--- config.mk ---
export PLATFORM = sky130hd
export DESIGN_NAME = sample_decimator_flat
export DESIGN_NICKNAME = d
export VERILOG_FILES = /design/src/rtl/sample_decimator_if.sv /design/src/rtl/sample_decimator.sv /design/src/flat_wrapper.sv
export SDC_FILE = /design/constraint.sdc
export NUM_CORES = 1
export LEC_CHECK = 0
export CORE_MARGIN = 8
export CORE_UTILIZATION = 60
export CTS_CLUSTER_SIZE = 14
export DETAILED_ROUTE_END_ITERATION = 12
export MAX_ROUTING_LAYER = met4
export PLACE_DENSITY = 0.9
export SYNTH_ARGS = -nofsm -noshare
export SYNTH_HDL_FRONTEND = slang
export SYNTH_SLANG_ARGS = --single-unit
--- constraint.sdc ---
create_clock -name clk -period 9.5 [get_ports clk]
set_input_delay 1.9 -clock clk [delete_from_list [all_inputs] [get_ports clk]]
set_output_delay 1.9 -clock clk [all_outputs]
set_load 0.05 [all_outputs]
--- src/rtl/sample_decimator_if.sv ---
// Output stream of the decimator: valid/ready handshake carrying one signed sample.
// The master drives valid and data; the slave drives ready.
interface sample_decimator_if #(
   parameter int OUT_W = 16
);
   logic                    m_valid;
   logic                    m_ready;
   logic signed [OUT_W-1:0] m_data;

   modport master (output m_valid, output m_data, input m_ready);
   modport slave  (input m_valid, input m_data, output m_ready);
endinterface

--- src/rtl/sample_decimator.sv ---
// Decimates a phasor stream by decim, shifts and saturates, and queues results in a FIFO.
// Push lands on the tick edge, valid the next cycle; a push into a full FIFO without a pop is dropped and flags overflow.
module sample_decimator #(
   parameter int IN_W  = 20,
   parameter int OUT_W = 16,
   parameter int DEPTH = 8
) (
   input  logic                   clk,
   input  logic                   reset,
   input  logic                   en,
   input  logic signed [IN_W-1:0] sample_in,
   input  logic [7:0]             decim,
   input  logic [2:0]             shift,
   input  logic                   clr_ovf,
   sample_decimator_if.master     m,
   output logic [$clog2(DEPTH):0] level,
   output logic                   overflow
);
   localparam int AW = $clog2(DEPTH);
   localparam logic [AW:0] FULL_LVL = (AW+1)'(DEPTH);
   localparam logic signed [IN_W-1:0] SAT_MAX = {{(IN_W-OUT_W+1){1'b0}}, {(OUT_W-1){1'b1}}};
   localparam logic signed [IN_W-1:0] SAT_MIN = {{(IN_W-OUT_W+1){1'b1}}, {(OUT_W-1){1'b0}}};

   logic [7:0]              r_cnt;
   logic [AW-1:0]           r_wptr;
   logic [AW-1:0]           r_rptr;
   logic [AW:0]             r_level;
   logic                    r_ovf;
   logic signed [OUT_W-1:0] r_mem [DEPTH];

   logic [7:0]              w_ratio_m1;
   logic                    w_tick;
   logic signed [IN_W-1:0]  w_shifted;
   logic signed [OUT_W-1:0] w_sat;
   logic                    w_valid;
   logic                    w_full;
   logic                    w_pop;
   logic                    w_push;
   logic                    w_drop;

   // >= rather than == so a ratio lowered mid-window ends the window immediately
   assign w_ratio_m1 = (decim == 8'd0) ? 8'd0 : decim - 8'd1;
   assign w_tick     = en && (r_cnt >= w_ratio_m1);
   assign w_shifted  = sample_in >>> shift;

   always_comb begin
      w_sat = w_shifted[OUT_W-1:0];
      if (w_shifted > SAT_MAX)
         w_sat = SAT_MAX[OUT_W-1:0];
      else if (w_shifted < SAT_MIN)
         w_sat = SAT_MIN[OUT_W-1:0];
   end

   assign w_valid = (r_level != '0);
   assign w_full  = (r_level == FULL_LVL);
   assign w_pop   = w_valid && m.m_ready;
   // A pop frees the slot in the same edge, so full plus pop still accepts the push
   assign w_push  = w_tick && (!w_full || w_pop);
   assign w_drop  = w_tick && w_full && !w_pop;

   always_ff @(posedge clk) begin
      if (reset) begin
         r_cnt   <= 8'd0;
         r_wptr  <= '0;
         r_rptr  <= '0;
         r_level <= '0;
         r_ovf   <= 1'b0;
      end else begin
         if (en)
            r_cnt <= w_tick ? 8'd0 : r_cnt + 8'd1;
         if (w_push)
            r_wptr <= r_wptr + AW'(1);
         if (w_pop)
            r_rptr <= r_rptr + AW'(1);
         case ({w_push, w_pop})
            2'b10:   r_level <= r_level + (AW+1)'(1);
            2'b01:   r_level <= r_level - (AW+1)'(1);
            default: r_level <= r_level;
         endcase
         if (w_drop)
            r_ovf <= 1'b1;
         else if (clr_ovf)
            r_ovf <= 1'b0;
      end
   end

   always_ff @(posedge clk) begin
      if (!reset && w_push)
         r_mem[r_wptr] <= w_sat;
   end

   assign m.m_valid = w_valid;
   assign m.m_data  = w_valid ? r_mem[r_rptr] : '0;
   assign level     = r_level;
   assign overflow  = r_ovf;
endmodule

--- src/flat_wrapper.sv ---
// flat-port wrapper written by rule: the top's interface ports become plain ports
module sample_decimator_flat 
#(
   parameter int IN_W  = 20,
   parameter int OUT_W = 16,
   parameter int DEPTH = 8
)
  (clk, reset, en, sample_in, decim, shift, clr_ovf, level, overflow, m_m_valid, m_m_data, m_m_ready);
  sample_decimator_if #(.OUT_W(OUT_W)) m_i ();
  input  logic clk;
  input  logic reset;
  input  logic en;
  input  logic signed [IN_W-1:0] sample_in;
  input  logic [7:0] decim;
  input  logic [2:0] shift;
  input  logic clr_ovf;
  output logic [$clog2(DEPTH):0] level;
  output logic overflow;
  output wire logic [$bits(m_i.m_valid)-1:0] m_m_valid;
  output wire logic [$bits(m_i.m_data)-1:0] m_m_data;
  input wire logic [$bits(m_i.m_ready)-1:0] m_m_ready;
  assign m_m_valid = m_i.m_valid;
  assign m_m_data = m_i.m_data;
  assign m_i.m_ready = m_m_ready;
  sample_decimator #(.IN_W(IN_W), .OUT_W(OUT_W), .DEPTH(DEPTH)) u_core (.clk(clk), .reset(reset), .en(en), .sample_in(sample_in), .decim(decim), .shift(shift), .clr_ovf(clr_ovf), .m(m_i), .level(level), .overflow(overflow));
endmodule
==> run_results.csv, run 1 <==
group,metric,value,unit
power,power.ir.vdd_worst,115.9,uV
sta,clock_tree_skew_after_final_layout,0.009604,ns
power,static-leakage-power,2.770,nW
detailed_routing,detail-route-antenna-nets,0,
yosys,netlist_instances,448,
worst_setup_path,critical_path_buf_inv_count,2,
place,placement.setup.worst_slack,3.319,ns
yosys,synth_cell_types,48,
sta,worst_slew_pin_slew,1.169,ns
finish,drive_gt1_frac,0.1638,
clock_tree,post-cts-setup-buffers,0,
min_path,worst_hold_startpoint,"u_core.r_rptr[1]",
global_route,grt_first_pass_wirelength,24.76,mm
worst_setup_path,timing.critical_path.mode_cell,"sky130_fd_sc_hd__ha_1",
power,cell_internal_pwr,1.236,mW
yosys,synth_area_per_cell,15.55,um2
power,power_per_cell_area,201.6,mW/mm2
worst_setup_path,worstPathMaxFanout,16,
sta,final_max_slew_viol_count,0,
clock_tree,worstSkewPairLatency,0.43,ns
sta,worst_slew_margin_rel,0.2151,
global_route,overflow,0,
place,post_dp_cell_area,0.007675,mm2
clock_tree,cts_num_sinks,150,
clock_tree,num_cts_buffers,17,
detailed_routing,wl,16.07,mm
clock_tree,cts_tree,"built",
clock_tree,h-tree-depth,4,
clock_tree,cts.reportedPaths.clkPinSlew,0.06,ns
min_path,min-delay-path-class,"flip-flop to flip-flop",
clock_tree,post_cts.resized_instances,0,
worst_setup_path,required,9.54,ns
run,cap_viol_max_count,0,
worst_setup_path,cp_slowest_stage_delay,0.96,ns
sta,achievable-frequency,170.7,MHz
yosys,dominantRegCellSynth,"sky130_fd_sc_hd__edfxtp_1",
power,power_switching_share,0.2573,
power,p_switching,0.4281,mW
worst_setup_path,ordered_cell_list_for_the_critical_path,"clkdlybuf4s50_1 > inv_1 > ha_1 > nor2b_1 > nand3b_1 > or3_1 > and2_1 > ha_1 > nand2b_1 > a2111o_1 > a32o_1 > nand3_1 > nor2_2",
sta,final-setup-viol-count,0,
floorplanning,die-area,0.01532,mm2
detailed_routing,post_drt_via_cell_ratio,6.412,
floorplanning,die_width,123.8,um
status,status,"finished clean",
detailed_routing,avgRoutedWirePerCell,24.28,um
place,port_buffers,57,
clock_tree,cts.root.buffer_cell,"sky130_fd_sc_hd__clkbuf_16",
yosys,synth_async_sr_flop_share,0,
detailed_routing,vias,4245,
yosys,ys_warn_count,0,
detailed_routing,drc,0,
power,comb_power_share,0.165,
global_route,grt_pass1_vias,4422,
detailed_routing,drt_first_iter_violations,404,
worst_setup_path,timing.critical_path.to_type,"flip-flop",
sta,post-route-period-util,0.6166,
yosys,synth_seq_cells,150,
sta,final_hold_fails,0,
worst_setup_path,crit_family,"simple AND/OR/NAND/NOR gates",
global_route,grt_max_degree,33,
sta,finalSetupTns,0,ns
clock_tree,clockBufferDepth,2,
global_route,antenna_found_initial,0,
sta,grt_setup_unrepaired,"false",
finish,insertedDiodeCount,0,
yosys,yosysSeqAreaShare,0.6149,
finish,final_net_count,555,
global_route,global_route.usage.total,0.2295,
worst_setup_path,critPathLaunchType,"input port",
floorplanning,coreArea,0.01137,mm2
worst_setup_path,launch_instance_of_the_worst_register_to_register_path,"u_core.r_cnt[5]",
worst_setup_path,timing_worst_setup_path_type,"input port to flip-flop",
worst_setup_path,setup.worst_path.start,"decim[0]",
sta,timing.final.crit_period,5.857,ns
worst_setup_path,critPathArrivalTime,5.90,ns
power,sequentialPowerShare,0.445,
sta,setup_ws,3.643,ns
floorplanning,ioPinCount,58,
finish,post_route_cell_area,0.008253,mm2
worst_setup_path,worst_path_max_delay_cell,"sky130_fd_sc_hd__nor2_2",
yosys,synth.cell_area,0.006967,mm2
floorplanning,placement_rows,39,
floorplanning,initial_core_utilization,0.6127,
finish,fillCellCount,689,
power,p_clk_frac,0.391,
place,dp.final_hpwl,9.741,mm
detailed_routing,drt_first_pass_iters,5,
yosys,number_of_enable_flip_flop_cells_after_synthesis,128,
finish,layout-area-overhead-vs-synth,18.46,%
floorplanning,chipHeight,123.8,um
place,place.gp.congestion,0.8235,
yosys,synth_nets,497,
clock_tree,cts_hold_buf,0,
[cells in the final DEF, fill, tap and decap left out, types with 7 or more instances in the layout]
master	instances
sky130_fd_sc_hd__mux4_2	36
sky130_fd_sc_hd__edfxtp_1	128
sky130_fd_sc_hd__dfxtp_1	21
sky130_fd_sc_hd__mux2i_1	57
sky130_fd_sc_hd__o21ai_1	10
sky130_fd_sc_hd__nand2_1	13
sky130_fd_sc_hd__buf_4	8
sky130_fd_sc_hd__nand3_1	7
sky130_fd_sc_hd__nor2b_1	9
sky130_fd_sc_hd__xor2_1	7
sky130_fd_sc_hd__a21oi_1	13
sky130_fd_sc_hd__clkdlybuf4s50_1	57
sky130_fd_sc_hd__nor2_1	39
sky130_fd_sc_hd__clkbuf_16	19
sky130_fd_sc_hd__ha_1	13
[cells by family after synthesis]
group,share of synthesized area
multiplexers,0.2064
AO/OA/AOI/OAI,0.04544
AND/OR/NAND/NOR,0.07274
XOR/XNOR,0.01634
buffers and inverters,0.02083
adder cells (fa/ha/maj),0.02335
flip-flops,0.6149
[power groups by stage]
stage / Clock, mW / Sequential, mW / Combinational, mW
final: 0.650 / 0.740 / 0.274
after global routing: 0.678 / 0.740 / 0.292
after CTS: 0.654 / 0.739 / 0.275
after detailed placement: 0 / 0.753 / 0.272
after global placement: 0 / 0.752 / 0.263
after floorplan: 0 / 0.756 / 0.183
[registers in the layout, indices dropped and copies added (netlist names), named ones only]
name and flops:
u_core.level 4, u_core.overflow 1, u_core.r_cnt 8, u_core.r_mem 128
u_core.r_rptr 3, u_core.r_wptr 3
[layout make-up]
type	count	area (um2)	area share
Sequential cell	150	4285	0.5193
Multi-Input combinational cell	268	2565	0.3108
Timing Repair Buffer	65	630.6	0.07641
Clock buffer	25	508.0	0.06155
Tap cell	143	178.9	0.02168
Clock inverter	7	70.07	0.008490
Inverter	4	15.01	0.001819
[per-layer routing]
layer  track usage  wire length, um  vias to the layer above
li1              -                -                     1869
met1        0.2694             6148                     2102
met2        0.3661             8134                      228
met3       0.05757             1231                       46
met4        0.1091              555                        0
met5             -                0                        -
[worst register-to-register path: stages, from the launching register on]
cell	delay [ns]
sky130_fd_sc_hd__dfxtp_1	0.36
sky130_fd_sc_hd__ha_1	0.29
sky130_fd_sc_hd__and3_1	0.17
sky130_fd_sc_hd__and3_1	0.24
sky130_fd_sc_hd__a32o_1	0.50
sky130_fd_sc_hd__nand3_1	0.30
sky130_fd_sc_hd__nor2_2	0.97
[path summary, 6_finish.rpt]
path / to / slack (ns) / cells after the start
max reg2reg: u_core.r_mem[3][7] / 6.28 / 6
min: u_core.r_rptr[1] / 0.50 / 2
min reg2reg: u_core.r_rptr[1] / 0.50 / 2
max: u_core.r_mem[3][7] / 3.64 / 13
[cell usage after synthesis, types with 4 or more instances]
master | count | area share
sky130_fd_sc_hd__xor2_1 | 7 | 0.0088
sky130_fd_sc_hd__dfxtp_1 | 22 | 0.063
sky130_fd_sc_hd__buf_2 | 8 | 0.0057
sky130_fd_sc_hd__o21ai_0 | 5 | 0.0036
sky130_fd_sc_hd__nor3_1 | 6 | 0.0043
sky130_fd_sc_hd__ha_1 | 13 | 0.023
sky130_fd_sc_hd__a21oi_1 | 13 | 0.0093
sky130_fd_sc_hd__mux2i_1 | 57 | 0.082
sky130_fd_sc_hd__mux4_2 | 36 | 0.12
sky130_fd_sc_hd__nand3b_1 | 4 | 0.0043
sky130_fd_sc_hd__nand3_1 | 7 | 0.0050
sky130_fd_sc_hd__nand2_1 | 13 | 0.0070
sky130_fd_sc_hd__nor2b_1 | 9 | 0.0081
sky130_fd_sc_hd__clkbuf_1 | 13 | 0.0070
sky130_fd_sc_hd__nor2_1 | 41 | 0.022
sky130_fd_sc_hd__nand2b_1 | 6 | 0.0054
sky130_fd_sc_hd__o21ai_1 | 10 | 0.0072
sky130_fd_sc_hd__xnor2_1 | 6 | 0.0075
sky130_fd_sc_hd__edfxtp_1 | 128 | 0.55
[metrics by stage]
| step | std cells | util | hold WS, ns | power (mW) |
|---|---|---|---|---|
| detailed placement | 630 | 0.6750 | 0.4894 | 1.025 |
| finish | 662 | 0.7259 | 0.5042 | 1.664 |
| floorplan | 448 | - | 0.4541 | 0.9392 |
| CTS | 662 | 0.7259 | 0.5102 | 1.669 |
| global route | 662 | 0.7259 | 0.5315 | 1.710 |
| global placement | 630 | 0.6750 | 0.4742 | 1.015 |
Power figures use the tool's default switching activity.
==> inputs of run 2 (changes only) <==
--- a/config.mk
+++ b/config.mk
@@ -6,11 +6,11 @@
 export NUM_CORES = 1
 export LEC_CHECK = 0
 export CORE_MARGIN = 8
-export CORE_UTILIZATION = 60
+export CORE_UTILIZATION = 58
 export CTS_CLUSTER_SIZE = 14
 export DETAILED_ROUTE_END_ITERATION = 12
 export MAX_ROUTING_LAYER = met4
-export PLACE_DENSITY = 0.9
+export PLACE_DENSITY = 0.88
 export SYNTH_ARGS = -nofsm -noshare
 export SYNTH_HDL_FRONTEND = slang
 export SYNTH_SLANG_ARGS = --single-unit
==> constraint.sdc (replaced) <==
create_clock -name clk -period 5.5 [get_ports clk]
set_input_delay 1.1 -clock clk [delete_from_list [all_inputs] [get_ports clk]]
set_output_delay 1.1 -clock clk [all_outputs]
set_load 0.05 [all_outputs]
==> run 2 against run 1 <==
Effect of this change:
- total power rose by 72%
- setup slack worse by 2.9 ns
- sequential cell count did not move
- sequential power rose by 74%
- first-iteration DRC count is 1.5% higher
- global-route usage shrank 3.0 points
- critical path depth rose by 4
==> run_results.csv, run 2 (synthesis gave the netlist of run 1 again) <==
group,metric,value,unit
status,status,"finished clean",
floorplanning,die-area,0.01577,mm2
global_route,grt_max_degree,33,
clock_tree,h-tree-depth,4,
floorplanning,chipHeight,125.6,um
place,dp.cells,640,
power,power.ir.vdd_worst,184.1,uV
clock_tree,cts.reportedPaths.clkPinSlew,0.06,ns
global_route,antenna_found_initial,0,
worst_setup_path,launch_instance_of_the_worst_register_to_register_path,"u_core.level[0]",
clock_tree,cts.root.buffer_cell,"sky130_fd_sc_hd__clkbuf_16",
sta,final_hold_fails,0,
detailed_routing,drc,0,
place,placement.setup.worst_slack,0.3623,ns
worst_setup_path,cp_slowest_stage_delay,0.46,ns
detailed_routing,avgRoutedWirePerCell,22.43,um
detailed_routing,detailroute.wirelength.met3,1.075,mm
detailed_routing,met2_routed_length,7.587,mm
worst_setup_path,critPathLaunchType,"input port",
worst_setup_path,worst_path_max_delay_cell,"sky130_fd_sc_hd__a2111o_1",
place,post_dp_cell_area,0.007721,mm2
sta,hold_slack,0.4754,ns
clock_tree,worstSkewPairLatency,0.41,ns
floorplanning,placement_rows,40,
place,place.gp.congestion,0.7977,
clock_tree,clockBufferDepth,2,
worst_setup_path,timing.critical_path.to_type,"flip-flop",
finish,largest_register_ffs,128,
worst_setup_path,crit_family,"simple AND/OR/NAND/NOR gates",
finish,layout_common_cells,"sky130_fd_sc_hd__edfxtp_1, sky130_fd_sc_hd__mux2i_1, sky130_fd_sc_hd__clkdlybuf4s50_1",
global_route,grt_pass1_vias,4362,
detailed_routing,post_drt_via_cell_ratio,6.318,
clock_tree,num_cts_buffers,17,
worst_setup_path,critical_path_buf_inv_count,2,
sta,setup_ws,0.7100,ns
min_path,worst_hold_startpoint,"u_core.r_rptr[1]",
sta,finalSetupTns,0,ns
global_route,overflow,0,
sta,timing.final.crit_period,4.790,ns
finish,fillCellCount,739,
detailed_routing,drt_first_iter_violations,410,
clock_tree,cts_tree,"built",
worst_setup_path,worstPathMaxFanout,8,
finish,final_net_count,561,
floorplanning,initial_core_utilization,0.5873,
sta,clock_tree_skew_after_final_layout,0.006550,ns
finish,layout-area-overhead-vs-synth,19.29,%
detailed_routing,detail-route-antenna-nets,0,
global_route,grt_first_pass_wirelength,23.52,mm
finish,insertedDiodeCount,0,
detailed_routing,vias,4246,
power,design_power_total,2.870,mW
sta,worst_slew_margin_rel,0.2126,
sta,grt_setup_unrepaired,"false",
finish,drive_gt1_frac,0.1790,
worst_setup_path,setup.worst_path.start,"decim[0]",
finish,post_route_cell_area,0.008310,mm2
floorplanning,die_width,125.6,um
sta,worst_slew_pin_slew,1.180,ns
worst_setup_path,critPathArrivalTime,5.09,ns
sta,post-route-period-util,0.8709,
power,power_per_cell_area,345.3,mW/mm2
run,cap_viol_max_count,0,
detailed_routing,routed.top_layer,"met4",
worst_setup_path,timing_worst_setup_path_type,"input port to flip-flop",
worst_setup_path,ordered_cell_list_for_the_critical_path,"clkdlybuf4s50_1 > inv_1 > ha_1 > nor2b_1 > nand3b_1 > or3_1 > and2_1 > ha_1 > nand2b_1 > a2111o_1 > a32oi_4 > nand2_1 > xnor2_1 > ha_1 > and2_1 > mux2i_1 > mux2_1",
worst_setup_path,required,5.80,ns
sta,final-setup-viol-count,0,
detailed_routing,drt_first_pass_iters,5,
finish,final_core_utilization,0.7006,
sta,achievable-frequency,208.8,MHz
clock_tree,post_cts.resized_instances,0,
detailed_routing,wl,15.07,mm
power,static-leakage-power,2.796,nW
global_route,global_route.usage.total,0.1999,
finish,layout.cells.non_filler,672,
worst_setup_path,timing.critical_path.mode_cell,"sky130_fd_sc_hd__ha_1",
clock_tree,post-cts-setup-buffers,0,
floorplanning,coreArea,0.01186,mm2
floorplanning,ioPinCount,58,
finish,final_common_cell,"sky130_fd_sc_hd__edfxtp_1",
place,port_buffers,57,
clock_tree,cts_hold_buf,0,
detailed_routing,routedLengthMet1,6.036,mm
place,dp.final_hpwl,9.384,mm
clock_tree,cts_num_sinks,150,
sta,final_max_slew_viol_count,0,
min_path,min-delay-path-class,"flip-flop to flip-flop",
finish,largest-register,"u_core.r_mem",
[run 2: cell types whose count changed in the layout (fill, tap and decap cells not counted), sizes merged]
cell,change
buf,+6
clkbuf,-4
clkinvlp,+4
[run 2: worst register-to-register path: stages (launching register included)]
cell	delay [ns]
sky130_fd_sc_hd__dfxtp_1	0.39
sky130_fd_sc_hd__nor4_4	0.97
sky130_fd_sc_hd__inv_2	0.14
sky130_fd_sc_hd__and2_0	0.33
sky130_fd_sc_hd__nand2_1	0.13
sky130_fd_sc_hd__xnor2_1	0.07
sky130_fd_sc_hd__ha_1	0.20
sky130_fd_sc_hd__and2_1	0.14
sky130_fd_sc_hd__mux2i_1	0.16
sky130_fd_sc_hd__mux2_1	0.34
[run 2: cell type report]
class | count | area [um2] | area share
Sequential cell | 150 | 4287 | 0.5158
Clock buffer | 21 | 493.0 | 0.05932
Inverter | 4 | 15.01 | 0.001807
Clock inverter | 11 | 96.34 | 0.01159
Tap cell | 147 | 183.9 | 0.02213
Multi-Input combinational cell | 268 | 2560 | 0.3080
Timing Repair Buffer | 71 | 675.6 | 0.08130
[run 2: worst paths after layout]
check | slack [ns] | endpoint | cells after the start
worst max-delay path | 0.71 | u_core.level[2] | 17
worst min-delay path | 0.48 | flip-flop | 2
worst min register to register | 0.48 | flip-flop | 2
worst max register to register | 2.51 | u_core.level[2] | 9
[run 2: power by group]
group	total [mW]	internal, mW	switching [mW]	leakage [nW]
Combinational	0.449	0.182	0.267	1.19
Sequential	1.29	1.27	0.0292	1.33
Clock	1.13	0.685	0.441	0.277
[run 2: layer usage]
metal | track usage | up-vias
met3 | 0.03782 | 32
met2 | 0.3284 | 217
li1 | - | 1886
met5 | - | -
met1 | 0.2368 | 2111
met4 | 0.08811 | 0
